File: src/rtl/ahb_slave_mux_dec.sv
// AHB-Lite address decoder and response multiplexer: one master, four slaves and a
// built-in default slave that answers unmapped NONSEQ/SEQ transfers with a two-cycle ERROR.
//
// Default-slave states:
//   state | meaning
//   IDLE  | no error in progress; OKAY with zero wait states
//   ERR1  | first error cycle: HREADY=0, HRESP=1
//   ERR2  | second error cycle: HREADY=1, HRESP=1
module ahb_slave_mux_dec #(
  parameter logic [31:0] BASE0 = 32'h0000_0000,
  parameter logic [31:0] MASK0 = 32'hFFFF_0000,
  parameter logic [31:0] BASE1 = 32'h2000_0000,
  parameter logic [31:0] MASK1 = 32'hFFFF_0000,
  parameter logic [31:0] BASE2 = 32'h4000_0000,
  parameter logic [31:0] MASK2 = 32'hFFFF_F000,
  parameter logic [31:0] BASE3 = 32'h4000_1000,
  parameter logic [31:0] MASK3 = 32'hFFFF_F000
) (
  input  logic        HCLK,
  input  logic        HRESETn,
  input  logic [31:0] HADDR,
  input  logic [1:0]  HTRANS,
  output logic        HSEL_S0,
  output logic        HSEL_S1,
  output logic        HSEL_S2,
  output logic        HSEL_S3,
  input  logic        HREADYOUT_S0,
  input  logic        HREADYOUT_S1,
  input  logic        HREADYOUT_S2,
  input  logic        HREADYOUT_S3,
  input  logic [31:0] HRDATA_S0,
  input  logic [31:0] HRDATA_S1,
  input  logic [31:0] HRDATA_S2,
  input  logic [31:0] HRDATA_S3,
  input  logic        HRESP_S0,
  input  logic        HRESP_S1,
  input  logic        HRESP_S2,
  input  logic        HRESP_S3,
  input  logic        HEXOKAY_S0,
  input  logic        HEXOKAY_S1,
  input  logic        HEXOKAY_S2,
  input  logic        HEXOKAY_S3,
  output logic        HREADY,
  output logic [31:0] HRDATA,
  output logic        HRESP,
  output logic        HEXOKAY
);

  typedef enum logic [2:0] {D_S0, D_S1, D_S2, D_S3, D_DEF, D_NONE} dsel_t;
  typedef enum logic [1:0] {IDLE, ERR1, ERR2} def_state_t;

  logic [3:0] match;
  logic [3:0] hsel;
  logic       no_match;
  logic       err_entry;
  logic       def_hready;
  logic       def_hresp;
  dsel_t      asel;
  dsel_t      dsel;
  def_state_t def_state;

  assign match[0] = ((HADDR & MASK0) == BASE0);
  assign match[1] = ((HADDR & MASK1) == BASE1);
  assign match[2] = ((HADDR & MASK2) == BASE2);
  assign match[3] = ((HADDR & MASK3) == BASE3);
  assign no_match = ~|match;

  // Fixed priority so overlapping regions resolve to the lowest index.
  always_comb begin
    hsel = 4'b0000;
    asel = D_DEF;
    if (match[0]) begin
      hsel = 4'b0001;
      asel = D_S0;
    end else if (match[1]) begin
      hsel = 4'b0010;
      asel = D_S1;
    end else if (match[2]) begin
      hsel = 4'b0100;
      asel = D_S2;
    end else if (match[3]) begin
      hsel = 4'b1000;
      asel = D_S3;
    end
  end

  assign HSEL_S0 = hsel[0];
  assign HSEL_S1 = hsel[1];
  assign HSEL_S2 = hsel[2];
  assign HSEL_S3 = hsel[3];

  assign err_entry = HREADY & no_match & HTRANS[1];

  always_ff @(posedge HCLK or negedge HRESETn) begin
    if (!HRESETn) begin
      dsel <= D_NONE;
    end else if (HREADY) begin
      dsel <= asel;
    end
  end

  // HREADY/HRESP for the default slave are registered next to the state.
  always_ff @(posedge HCLK or negedge HRESETn) begin
    if (!HRESETn) begin
      def_state  <= IDLE;
      def_hready <= 1'b1;
      def_hresp  <= 1'b0;
    end else begin
      case (def_state)
        IDLE: begin
          if (err_entry) begin
            def_state  <= ERR1;
            def_hready <= 1'b0;
            def_hresp  <= 1'b1;
          end
        end
        ERR1: begin
          def_state  <= ERR2;
          def_hready <= 1'b1;
          def_hresp  <= 1'b1;
        end
        ERR2: begin
          if (err_entry) begin
            def_state  <= ERR1;
            def_hready <= 1'b0;
            def_hresp  <= 1'b1;
          end else begin
            def_state  <= IDLE;
            def_hready <= 1'b1;
            def_hresp  <= 1'b0;
          end
        end
        default: begin
          def_state  <= IDLE;
          def_hready <= 1'b1;
          def_hresp  <= 1'b0;
        end
      endcase
    end
  end

  always_comb begin
    HREADY  = 1'b1;
    HRDATA  = 32'h0;
    HRESP   = 1'b0;
    HEXOKAY = 1'b0;
    case (dsel)
      D_S0: begin
        HREADY  = HREADYOUT_S0;
        HRDATA  = HRDATA_S0;
        HRESP   = HRESP_S0;
        HEXOKAY = HEXOKAY_S0;
      end
      D_S1: begin
        HREADY  = HREADYOUT_S1;
        HRDATA  = HRDATA_S1;
        HRESP   = HRESP_S1;
        HEXOKAY = HEXOKAY_S1;
      end
      D_S2: begin
        HREADY  = HREADYOUT_S2;
        HRDATA  = HRDATA_S2;
        HRESP   = HRESP_S2;
        HEXOKAY = HEXOKAY_S2;
      end
      D_S3: begin
        HREADY  = HREADYOUT_S3;
        HRDATA  = HRDATA_S3;
        HRESP   = HRESP_S3;
        HEXOKAY = HEXOKAY_S3;
      end
      D_DEF: begin
        HREADY = def_hready;
        HRESP  = def_hresp;
      end
      default: begin
        HREADY  = 1'b1;
        HRDATA  = 32'h0;
        HRESP   = 1'b0;
        HEXOKAY = 1'b0;
      end
    endcase
  end

endmodule

File: config.mk
export PLATFORM = sky130hd
export DESIGN_NAME = ahb_slave_mux_dec
export DESIGN_NICKNAME = d
export VERILOG_FILES = /design/src/rtl/ahb_slave_mux_dec.sv
export SDC_FILE = /design/constraint.sdc
export NUM_CORES = 1
export LEC_CHECK = 0
export BUFFER_PORTS_ARGS = -buffer_cell sky130_fd_sc_hd__buf_4
export CORE_AREA = 2 2 83 85
export DETAILED_ROUTE_END_ITERATION = 8
export DIE_AREA = 0 0 85 87
export PLACE_DENSITY = 0.69
export SYNTH_ARGS = -nofsm -noshare
export SYNTH_HDL_FRONTEND = slang
export SYNTH_SLANG_ARGS = --single-unit
File: constraint.sdc
create_clock -name HCLK -period 1.5 [get_ports HCLK]
set_clock_uncertainty 0.05 [all_clocks]
set_input_delay 0.15 -clock HCLK [delete_from_list [all_inputs] [get_ports HCLK]]
set_output_delay 0.15 -clock HCLK [all_outputs]
set_load 0.01 [all_outputs]
==> metrics.cfg <==
[critical_path]
cp-startpoint=dsel[0]
worstPathMaxFanout=20
rr_startpoint=dsel[2]
r2r-end=def_hready
r2r_cells=6
critPathArrivalTime_ps=1680
crit_type=register to output port
startpoint_type=register
r2r_setup_slack_ps=-200
end_kind=output port
critPathRequiredTime_ps=1300

[clocking]
cts_sinks=7
cts_root_buf=clkbuf_8
clk_pin_slew_ps=40
cts_buffer_depth=2
cts_buffers=3
cts_tree=done
htreeDepth=1
clk-insertion-delay-late_ps=230

[sta]
drv_slew=0
min_period_ps=1880
timing.final.crit_share=1.25
hold_slack_ps=197
fin_ws_ps=-376
grt_setup_unrepaired=yes
worst_pin_slew_ps=334
max_clock_freq_mhz=533
tns_ps=-12800
hold_viol_final=0
slew_headroom=0.777
setup_viol=41

[global_route]
grt_pass1_wl_um=9840
track_usage=0.162
grt_pass1_vias=2141
grt_overflow=0
grt_max_degree=21
antenna_found_initial=0

[synthesis]
yosysUniqueCellTypes=32
synth_warnings=0
synth-seq-area-share=0.148
synth_area_um2=1210
ys_ff_latch=7
syn_inst=169
avgSynthCellArea_um2=7.14
synth_nets=345

[run_status]
violations=setup timing
outcome=finished, violations left

[route]
wl_per_cell_um=14.4
drtIter0Drc=63
vias=2234
remaining_drc_errors=0
drt_wl_total_um=6810
routed_via_density=4.74
drtPass1Iterations=4
antenna_left=0

[pwr]
power_density_nw_per_um2=397
p_leak_nw=1.74
irDropWorstVdd_mv=0.528

[floorplan]
ios=215
die_y_um=87
floorplan.die_area_um2=7400
dieWidth_um=85
initial_core_util=0.184
rows=30
core_area_um2=6570

[run]
maxCapViolations=0

[cells_and_area]
nets=568
drive_gt1_frac=0.716
post-route-util=0.517
fill_cells=616
antenna_cells=0
area_delta_synth_final_pct=181

[placement]
hpwlAfterDp_um=5420
io_buffers=201
place_congestion=0.718

[worst_hold_path]
whs_endpoint=dsel[1]
whs_path_depth=3
worstHoldStart=HREADYOUT_S3
hold_class=primary input to register

## per-layer routing
layer,global-route usage,vias to the layer above,part of all wire
li1,-,1108,-
met1,0.190,1008,0.36
met2,0.307,115,0.54
met3,0.0303,3,0.094
met4,0.0303,0,0.0037
met5,0,-,0
## layout make-up
class,instances,area [µm²],share of cell area
Tap cell,80,100,0.0295
Inverter,5,18.8,0.00553
Multi-Input combinational cell,141,1130,0.332
Clock inverter,1,5.00,0.00147
Timing Repair Buffer,234,1920,0.567
Clock buffer,3,41.3,0.0122
Sequential cell,7,179,0.0527
## synth_stat cells (all sizes together)
master   number  area share
dfstp         3       0.065
nor3          2       0.012
o31ai         1      0.0062
o41a          1      0.0093
or4b          1       0.011
nand2b        1      0.0052
inv           5       0.016
o22ai         2       0.016
clkbuf        3      0.0093
nor3b         1      0.0062
nand2        36        0.11
mux2i         3       0.025
mux2          2       0.019
o21bai        1      0.0062
nor2b         3       0.016
and2          1      0.0052
nor2          7       0.022
buf          13       0.054
o311ai        1       0.022
or2           1      0.0073
nand4         1      0.0052
a2bb2oi       1      0.0073
a22oi        67        0.42
or3           1      0.0052
nor4          4       0.021
a21oi         2       0.011
dfrtp         4       0.083
o41ai         1      0.0073
## where the power goes
group	switching (mW)	leakage, nW	internal, mW
registers	0.0369	0.0820	0.242
logic	0.264	1.64	0.536
clock network	0.0897	0.0255	0.180
total	0.390	1.74	0.958
## kinds of logic after synthesis
kind of cell / Yosys count / synth area share
compound gates: 77 / 0.502
flops: 7 / 0.148
simple gates: 59 / 0.228
mux: 5 / 0.0435
buf+inv: 21 / 0.0788
## sequential cells by signal (all words and copies together), names as in the netlist
register	cells
dsel	3
def_state	2
def_hready	1
def_hresp	1
## through the flow
stage | instance area [µm²] | cells | setup slack, ps | power, mW
after floorplan | 1270 | 169 | -33.3 | 0.449
after global placement | 3030 | 457 | -200 | 0.857
after detailed placement | 3030 | 457 | -232 | 0.872
after CTS | 3280 | 470 | -384 | 1.28
after global routing | 3400 | 471 | -455 | 1.42
final | 3400 | 471 | -376 | 1.35
## critical path: stages (launching register included)
cell and delay, ps:
dfstp_2 590, nor2b_4 190, nor2b_4 200, buf_12 180, a22oi_1 80, nand2_1 80
buf_4 120
## worst max-delay path by stage
stage,end,cells past startpoint
2_1_floorplan,HEXOKAY,7
6_report,HRDATA[4],6
4_1_cts,HRDATA[18],7
5_1_grt,HRDATA[8],6
3_3_place_gp,HRDATA[2],6
3_5_place_dp,HRDATA[2],6
## cells in the final DEF, fill, tap and decap left out, types with 3 or more instances in the layout
master and count:
buf_6 14, nor2_1 3, a22oi_2 17, buf_4 211
mux2i_1 3, a22oi_1 50, inv_1 3, clkbuf_8 3
dfstp_2 3, nand2_1 35, nor4_2 3, dfrtp_1 4
buf_12 7
## what timing repair did
| action | in CTS | in global routing |
|---|---|---|
| gates resized for setup | 25 | 24 |
| setup endpoints to repair | 41 | 45 |
| pin swaps | 6 | 15 |
| hold buffers | 1 | 0 |
| endpoints found under the hold margin | 7 | 0 |
| setup buffers | 7 | 2 |
| gates cloned | 1 | 0 |
No activity file was read; power rests on OpenSTA's default activity.
